$ cat src/rtl/mem_arbiter.sv
// Arbiter sharing a single-port synchronous RAM between the CPU controller and a
// debug/loader port: CPU first, debug on idle CPU or after MAX_WAIT refused cycles.
module mem_arbiter #(
  parameter int AW       = 9,
  parameter int DW       = 16,
  parameter int MAX_WAIT = 4
) (
  input  logic          clk,
  input  logic          reset,
  input  logic [1:0]    cpu_cmd,
  input  logic [AW-1:0] cpu_addr,
  input  logic [DW-1:0] cpu_wdata,
  output logic [DW-1:0] cpu_rdata,
  output logic          cpu_stall,
  input  logic          dbg_req,
  input  logic          dbg_we,
  input  logic [AW-1:0] dbg_addr,
  input  logic [DW-1:0] dbg_wdata,
  output logic          dbg_gnt,
  output logic          dbg_rvalid,
  output logic [DW-1:0] dbg_rdata,
  output logic [AW-1:0] ram_addr,
  output logic          ram_re,
  output logic          ram_we,
  output logic [DW-1:0] ram_wdata,
  input  logic [DW-1:0] ram_rdata
);

  localparam int              WW       = $clog2(MAX_WAIT + 1);
  localparam logic [WW-1:0]   WAIT_MAX = WW'(MAX_WAIT);

  localparam logic [1:0] CMD_READ  = 2'b01;
  localparam logic [1:0] CMD_WRITE = 2'b10;

  typedef enum logic {
    S_CPU,
    S_DBG_RD
  } state_e;

  state_e          state_q, state_d;
  logic [WW-1:0]   wait_cnt_q, wait_cnt_d;
  logic            rd_pend_q, rd_pend_d;
  logic            dbg_rvalid_q, dbg_rvalid_d;
  logic [DW-1:0]   dbg_rdata_q, dbg_rdata_d;

  logic            cpu_act;
  logic            grant;

  always_comb begin
    // NOTE: every signal gets a default before any branch so no path leaves it
    // unassigned; otherwise synthesis infers a latch to hold the old value.
    cpu_act      = (cpu_cmd == CMD_READ) || (cpu_cmd == CMD_WRITE);
    grant        = dbg_req && !reset && (!cpu_act || (wait_cnt_q == WAIT_MAX));

    ram_addr     = cpu_addr;
    ram_wdata    = cpu_wdata;
    ram_re       = !reset && (cpu_cmd == CMD_READ);
    ram_we       = !reset && (cpu_cmd == CMD_WRITE);
    dbg_gnt      = 1'b0;
    cpu_stall    = 1'b0;

    state_d      = S_CPU;
    rd_pend_d    = 1'b0;
    wait_cnt_d   = '0;
    dbg_rvalid_d = 1'b0;
    dbg_rdata_d  = dbg_rdata_q;

    // A forced grant over a CPU write simply drops that write; the stalled CPU
    // holds its command and replays it next cycle.
    if (grant) begin
      ram_addr  = dbg_addr;
      ram_wdata = dbg_wdata;
      ram_re    = !dbg_we;
      ram_we    = dbg_we;
      dbg_gnt   = 1'b1;
      cpu_stall = cpu_act;
      if (!dbg_we) begin
        state_d   = S_DBG_RD;
        rd_pend_d = 1'b1;
      end
    end else if (dbg_req && (wait_cnt_q != WAIT_MAX)) begin
      wait_cnt_d = wait_cnt_q + 1'b1;
    end else if (dbg_req) begin
      wait_cnt_d = wait_cnt_q;
    end

    // ram_rdata this cycle answers the debug read granted last cycle.
    if ((state_q == S_DBG_RD) && rd_pend_q) begin
      dbg_rvalid_d = 1'b1;
      dbg_rdata_d  = ram_rdata;
    end
  end

  // NOTE: sequential state uses non-blocking assignments so every flop samples
  // pre-edge values, independent of statement order.
  always_ff @(posedge clk) begin
    if (reset) begin
      state_q      <= S_CPU;
      wait_cnt_q   <= '0;
      rd_pend_q    <= 1'b0;
      dbg_rvalid_q <= 1'b0;
      dbg_rdata_q  <= '0;
    end else begin
      state_q      <= state_d;
      wait_cnt_q   <= wait_cnt_d;
      rd_pend_q    <= rd_pend_d;
      dbg_rvalid_q <= dbg_rvalid_d;
      dbg_rdata_q  <= dbg_rdata_d;
    end
  end

  assign cpu_rdata  = ram_rdata;
  assign dbg_rvalid = dbg_rvalid_q;
  assign dbg_rdata  = dbg_rdata_q;

endmodule

$ cat config.mk
export PLATFORM = sky130hd
export DESIGN_NAME = mem_arbiter
export DESIGN_NICKNAME = d
export VERILOG_FILES = /design/src/rtl/mem_arbiter.sv
export SDC_FILE = /design/constraint.sdc
export NUM_CORES = 1
export LEC_CHECK = 0
export ABC_CLOCK_PERIOD_IN_PS = 8700
export CAP_MARGIN = 25
export CORE_MARGIN = 2
export CORE_UTILIZATION = 23
export CTS_BUF_LIST = sky130_fd_sc_hd__clkbuf_2 sky130_fd_sc_hd__clkbuf_4 sky130_fd_sc_hd__clkbuf_8
export DETAILED_ROUTE_END_ITERATION = 8
export PLACE_DENSITY = 0.74
export SLEW_MARGIN = 0
export SYNTH_ARGS = -nofsm -noshare
export SYNTH_HDL_FRONTEND = slang
export SYNTH_SLANG_ARGS = --single-unit
export TNS_END_PERCENT = 10
$ cat constraint.sdc
create_clock -name clk -period 8.7 [get_ports clk]
set_clock_uncertainty 0.1 [all_clocks]
set_input_delay 2.61 -clock clk [delete_from_list [all_inputs] [get_ports clk]]
set_output_delay 2.61 -clock clk [all_outputs]
set_load 0.01 [all_outputs]
Word level (Yosys, flattened, before mapping)

Index checks and enable logic that the tools add are counted.

Logic and storage cells: 33
Register bits after elaboration: 21
Output and inout bits: 62
Bits of input ports: 72

$add $sub $neg: 1
Bitwise gates (word level): 1
Mux-type cells: 10
Reductions and logical operators: 12
Equal/unequal tests: 5

Operator list:

| cell                | number |
|---|---|
| $mux 16             | 1 |
| $mux 9              | 1 |
| $mux 1              | 6 |
| $mux 3              | 2 |
| $logic_and 1x1->1   | 5 |
| $reduce_or 2->1     | 2 |
| $add 3x1->3 const B | 1 |
| $eq 3x3->1 const B  | 1 |
| $logic_not 1->1     | 3 |
| $ne 3x3->1 const B  | 1 |
| $eq 2x1->1 const B  | 1 |
| $eq 2x2->1 const B  | 1 |
| $logic_or 1x1->1    | 2 |
| $ne 2x1->1 const B  | 1 |
| $not 1->1           | 1 |

Longest topological paths before layout

Word-level depth: 7
Mapped depth: 6
Depth with buffers taken out: 5

Worst setup path after synthesis

Ideal clock, no wire load.

Path kind: input -> output
Start point: input cpu_cmd[0]
End point: output ram_wdata[3]
Required time: 5.990 ns
Data arrival time: 3.767 ns
Setup slack: 2.223 ns
Cell stages on the path: 6
Path buffers: 1
Path through: inv_1 > ha_1 > a21oi_2 > nor3b_4 > buf_6 > mux2_1

Word-level cells in the longest chain between the ends: 6
Elaborated cells between the ends (all ways): 7
Those cells by class: eq/ne (2); mux (1); reduce/logical (4)

RTL lines:

| what                                            | RTL line | RTL |
|---|---|---|
| start: declaration                              | 10       | `input logic [1:0] cpu_cmd,` |
| $eq 2x1->1 / $eq 2x2->1 (equally long branches) | 52       | `cpu_act = (cpu_cmd == CMD_READ) \|\| (cpu_cmd == CMD_WRITE);` |
| $logic_or 1x1->1 *                              | 52       |  |
| $logic_not 1->1 *                               | 53       | `grant = dbg_req && !reset && (!cpu_act \|\| (wait_cnt_q == WAIT_MAX));` |
| $logic_or 1x1->1 *                              | 53       |  |
| $logic_and 1x1->1 *                             | 53       |  |
| $mux 16 *                                       | 70       | `if (grant) begin` |
| end: declaration                                | 25       | `output logic [DW-1:0] ram_wdata,` |

Mark *: on every way between the ends. The rest lies on a longest branch, timed or not.

Worst setup path in the final report

Start point: input cpu_cmd[0]
End point: output ram_addr[4]

Word-level cells in the longest chain between the ends: 6
Elaborated cells between the ends (all ways): 7
Those cells by class: eq/ne (2); mux (1); reduce/logical (4)

RTL lines:

| what                                            | RTL line | RTL |
|---|---|---|
| $eq 2x1->1 / $eq 2x2->1 (equally long branches) | 52       |  |
| $logic_or 1x1->1 *                              | 52       |  |
| $logic_not 1->1 *                               | 53       |  |
| $logic_or 1x1->1 *                              | 53       |  |
| $logic_and 1x1->1 *                             | 53       |  |
| $mux 9 *                                        | 70       |  |
| end: declaration                                | 22       | `output logic [AW-1:0] ram_addr,` |

Marks and branches as above.

==> insert_results.sql <==
INSERT INTO impl_metrics (metric_group, metric, value, unit) VALUES
('timing', 'timing.final.hold_violations', '0', ''),
('logic_synthesis', 'synthDistinctLibCells', '18', ''),
('logic_synthesis', 'commonest_register_cell_after_synthesis', 'sky130_fd_sc_hd__dfxtp_1', ''),
('logic_synthesis', 'synth-async-reset-ratio', '0', '%'),
('power_and_ir_drop', 'p_comb_share', '37.9', '%'),
('clocking', 'ctsRootBufferMaster', 'sky130_fd_sc_hd__clkbuf_8', ''),
('logic_synthesis', 'synth.largest_area_cell', 'sky130_fd_sc_hd__dfxtp_1', ''),
('place', 'detailedPlacementHpwl', '3.43', 'mm'),
('clocking', 'number_of_hold_repair_buffers_added_at_the_cts_stage', '0', ''),
('place', 'gp_congestion', '0.761', ''),
('logic_synthesis', 'synth.top_cells.by_area', 'sky130_fd_sc_hd__dfxtp_1 (31%), sky130_fd_sc_hd__mux2_4 (22%), sky130_fd_sc_hd__mux2i_1 (13%), sky130_fd_sc_hd__buf_4 (9.4%), sky130_fd_sc_hd__nor2_1 (5.0%)', ''),
('power_and_ir_drop', 'power.clock.fraction', '24.6', '%'),
('clocking', 'clkSlewWorstSetupHoldPaths', '0.07', 'ns'),
('global_routing', 'first_global_vias', '1195', ''),
('die', 'coreArea', '5820', 'um^2'),
('die', 'design.die.area', '6550', 'um^2'),
('power_and_ir_drop', 'p_leak', '0.00103', 'uW'),
('logic_synthesis', 'yosysMostFrequentCell', 'sky130_fd_sc_hd__dfxtp_1', ''),
('routing', 'detail_route.iter0.violations', '14', ''),
('logic_synthesis', 'synth_nets', '201', ''),
('global_routing', 'global_route.overflow_total', '0', ''),
('logic_synthesis', 'yosys-top-cells-count', 'sky130_fd_sc_hd__dfxtp_1 (21), sky130_fd_sc_hd__mux2_4 (20), sky130_fd_sc_hd__mux2i_1 (18), sky130_fd_sc_hd__nor2_1 (18), sky130_fd_sc_hd__buf_4 (17)', ''),
('clocking', 'clkLatencyLatePin', '0.26', 'ns'),
('timing', 'grt_setup_unrepaired', 'no', ''),
('power_and_ir_drop', 'netSwitchingFraction', '23.5', '%'),
('clocking', 'resize_count_post_cts', '0', ''),
('timing', 'max_slew.worst_pin.slew', '0.972', 'ns'),
('global_routing', 'pin_count_of_the_biggest_net_entering_global_routing', '22', ''),
('finish', 'post_route_cells_drive_above_1_share', '12.4', '%'),
('logic_synthesis', 'synth_area_per_cell', '10.9', 'um^2'),
('global_routing', 'initial_antenna_violation_count', '0', ''),
('critical_path', 'timing.critical_path.required', '5.99', 'ns'),
('timing', 'min_period_over_period', '86.7', '%'),
('finish', 'antenna_cells', '0', ''),
('routing', 'route.vias.total', '1288', ''),
('die', 'die_height', '80.9', 'um'),
('logic_synthesis', 'synth.ff_latch_count', '21', ''),
('global_routing', 'globalRouteTotalUtil', '12.2', '%'),
('clocking', 'cts-htree-levels', '1', ''),
('outcome', 'run_status', 'finished clean', ''),
('timing', 'fin_crit', '7.54', 'ns'),
('finish', 'fillCellCount', '579', ''),
('min_path', 'worst_min_delay_path_category', 'reg -> reg', ''),
('logic_synthesis', 'mappedNetlistArea', '1360', 'um^2'),
('place', 'numPlacedInstances', '313', ''),
('flow_run', 'cap_violations', '0', ''),
('die', 'initial_utilization', '23.4', '%'),
('logic_synthesis', 'synthesis.yosys.warnings', '0', ''),
('clocking', 'numClockSinks', '21', ''),
('power_and_ir_drop', 'seq_power_share', '37.5', '%'),
('routing', 'drt-wirelength-per-cell', '13.3', 'um'),
('critical_path', 'worst-endpoint-arrival', '4.83', 'ns'),
('power_and_ir_drop', 'cellInternalPower', '205', 'uW'),
('logic_synthesis', 'synthDominantCellAreaShare', '30.9', '%'),
('routing', 'postRouteWirelength', '4.20', 'mm'),
('global_routing', 'grt_pass1_wl', '6.18', 'mm'),
('power_and_ir_drop', 'worst_ir_drop_vdd', '0.0841', 'mV'),
('clocking', 'postCtsSetupBuffers', '0', ''),
('finish', 'post-route-util', '46.1', '%'),
('logic_synthesis', 'synth_enable_flop_cells', '0', ''),
('critical_path', 'timing.setup.critical_path_class', 'in -> out', ''),
('clocking', 'cts_tree', 'done', ''),
('routing', 'drc_errors_left', '0', ''),
('die', 'die_w', '80.9', 'um'),
('finish', 'post_layout_nonfiller_instances', '317', ''),
('place', 'port_buffers', '133', ''),
('power_and_ir_drop', 'switching_power', '63.2', 'uW'),
('clocking', 'cts_inserted_buffers', '3', ''),
('place', 'post_dp_cell_area', '2630', 'um^2'),
('routing', 'detail-route-antenna-nets', '0', ''),
('finish', 'design_area', '2680', 'um^2');
-- final cells by class --
cell class | count | area (um^2) | share of cell area [%]
repair buffers | 136 | 1350 | 50.5
inverters | 4 | 15.0 | 0.560
flip-flops and latches | 21 | 420 | 15.7
clock buffers | 4 | 48.8 | 1.82
multi-input cells | 77 | 751 | 28.0
well taps | 75 | 93.8 | 3.50
-- routing by layer --
metal  share of wire (%)  global-route usage, %
met5                   0                      0
met4                0.26                   1.53
met3                 9.2                   3.67
met2                  50                   22.0
met1                  40                   14.6
-- worst max-delay path: stages --
cell and delay [ns]:
sky130_fd_sc_hd__clkdlybuf4s50_1 0.49, sky130_fd_sc_hd__inv_1 0.05, sky130_fd_sc_hd__ha_1 0.32, sky130_fd_sc_hd__a21oi_2 0.06
sky130_fd_sc_hd__nor3b_4 0.18, sky130_fd_sc_hd__buf_4 0.31, sky130_fd_sc_hd__mux2_4 0.33, sky130_fd_sc_hd__clkdlybuf4s50_1 0.49
-- power groups by stage --
stage | clock, uW | combinational (uW) | sequential [uW]
floorplan | 0 | 41.5 | 103
finish | 66.1 | 102 | 101
global route | 74.8 | 108 | 101
detailed placement | 0 | 103 | 103
global placement | 0 | 101 | 103
CTS | 70.5 | 103 | 101
-- cells by family (layout without fill, tap and decap cells) --
kind of cell | count (synthesis) | after routing | share of synthesized area [%]
AO/OA/AOI/OAI | 2 | 2 | 1.01
flip-flops | 21 | 21 | 30.9
buffers and inverters | 27 | 144 | 14.0
multiplexers | 44 | 44 | 40.3
AND/OR/NAND/NOR | 27 | 27 | 10.2
adder cells (fa/ha/maj) | 4 | 4 | 3.68
-- per-stage QoR --
| stage | setup WS, ns | hold WS (ns) | power [uW] |
|---|---|---|---|
| after floorplan | 2.22 | 0.379 | 144 |
| after global placement | 1.17 | 0.372 | 204 |
| after detailed placement | 1.14 | 0.387 | 206 |
| after CTS | 1.14 | 0.407 | 274 |
| after global routing | 1.06 | 0.438 | 284 |
| final | 1.16 | 0.396 | 269 |
-- layout by cell type (no fill, tap or decap) --
master	n
sky130_fd_sc_hd__a21oi_1	1
sky130_fd_sc_hd__a21oi_2	1
sky130_fd_sc_hd__and2_1	2
sky130_fd_sc_hd__buf_4	3
sky130_fd_sc_hd__clkbuf_4	1
sky130_fd_sc_hd__clkbuf_8	3
sky130_fd_sc_hd__clkdlybuf4s50_1	133
sky130_fd_sc_hd__dfxtp_1	21
sky130_fd_sc_hd__ha_1	4
sky130_fd_sc_hd__inv_1	4
sky130_fd_sc_hd__mux2_1	6
sky130_fd_sc_hd__mux2_4	20
sky130_fd_sc_hd__mux2i_1	18
sky130_fd_sc_hd__nand2b_1	1
sky130_fd_sc_hd__nor2_1	18
sky130_fd_sc_hd__nor2b_1	4
sky130_fd_sc_hd__nor3b_4	1
sky130_fd_sc_hd__or3b_2	1
-- flip-flops by register name (all words and copies together) (netlist names) --
register    cells
dbg_rdata      16
wait_cnt_q      3
dbg_rvalid      1
rd_pend_q       1
-- final timing paths --
check / end / cells past startpoint / slack [ns] / from
max: ram_addr[4] / 8 / 1.16 / cpu_cmd[0]
min: dbg_rdata[6]$_SDFFE_PP0P_ / 2 / 0.40 / dbg_rdata[6]$_SDFFE_PP0P_
max reg2reg: dbg_rdata[1]$_SDFFE_PP0P_ / 2 / 7.19 / rd_pend_q$_SDFF_PP0_
min reg2reg: dbg_rdata[6]$_SDFFE_PP0P_ / 2 / 0.40 / dbg_rdata[6]$_SDFFE_PP0P_
Power figures use the tool's default switching activity.
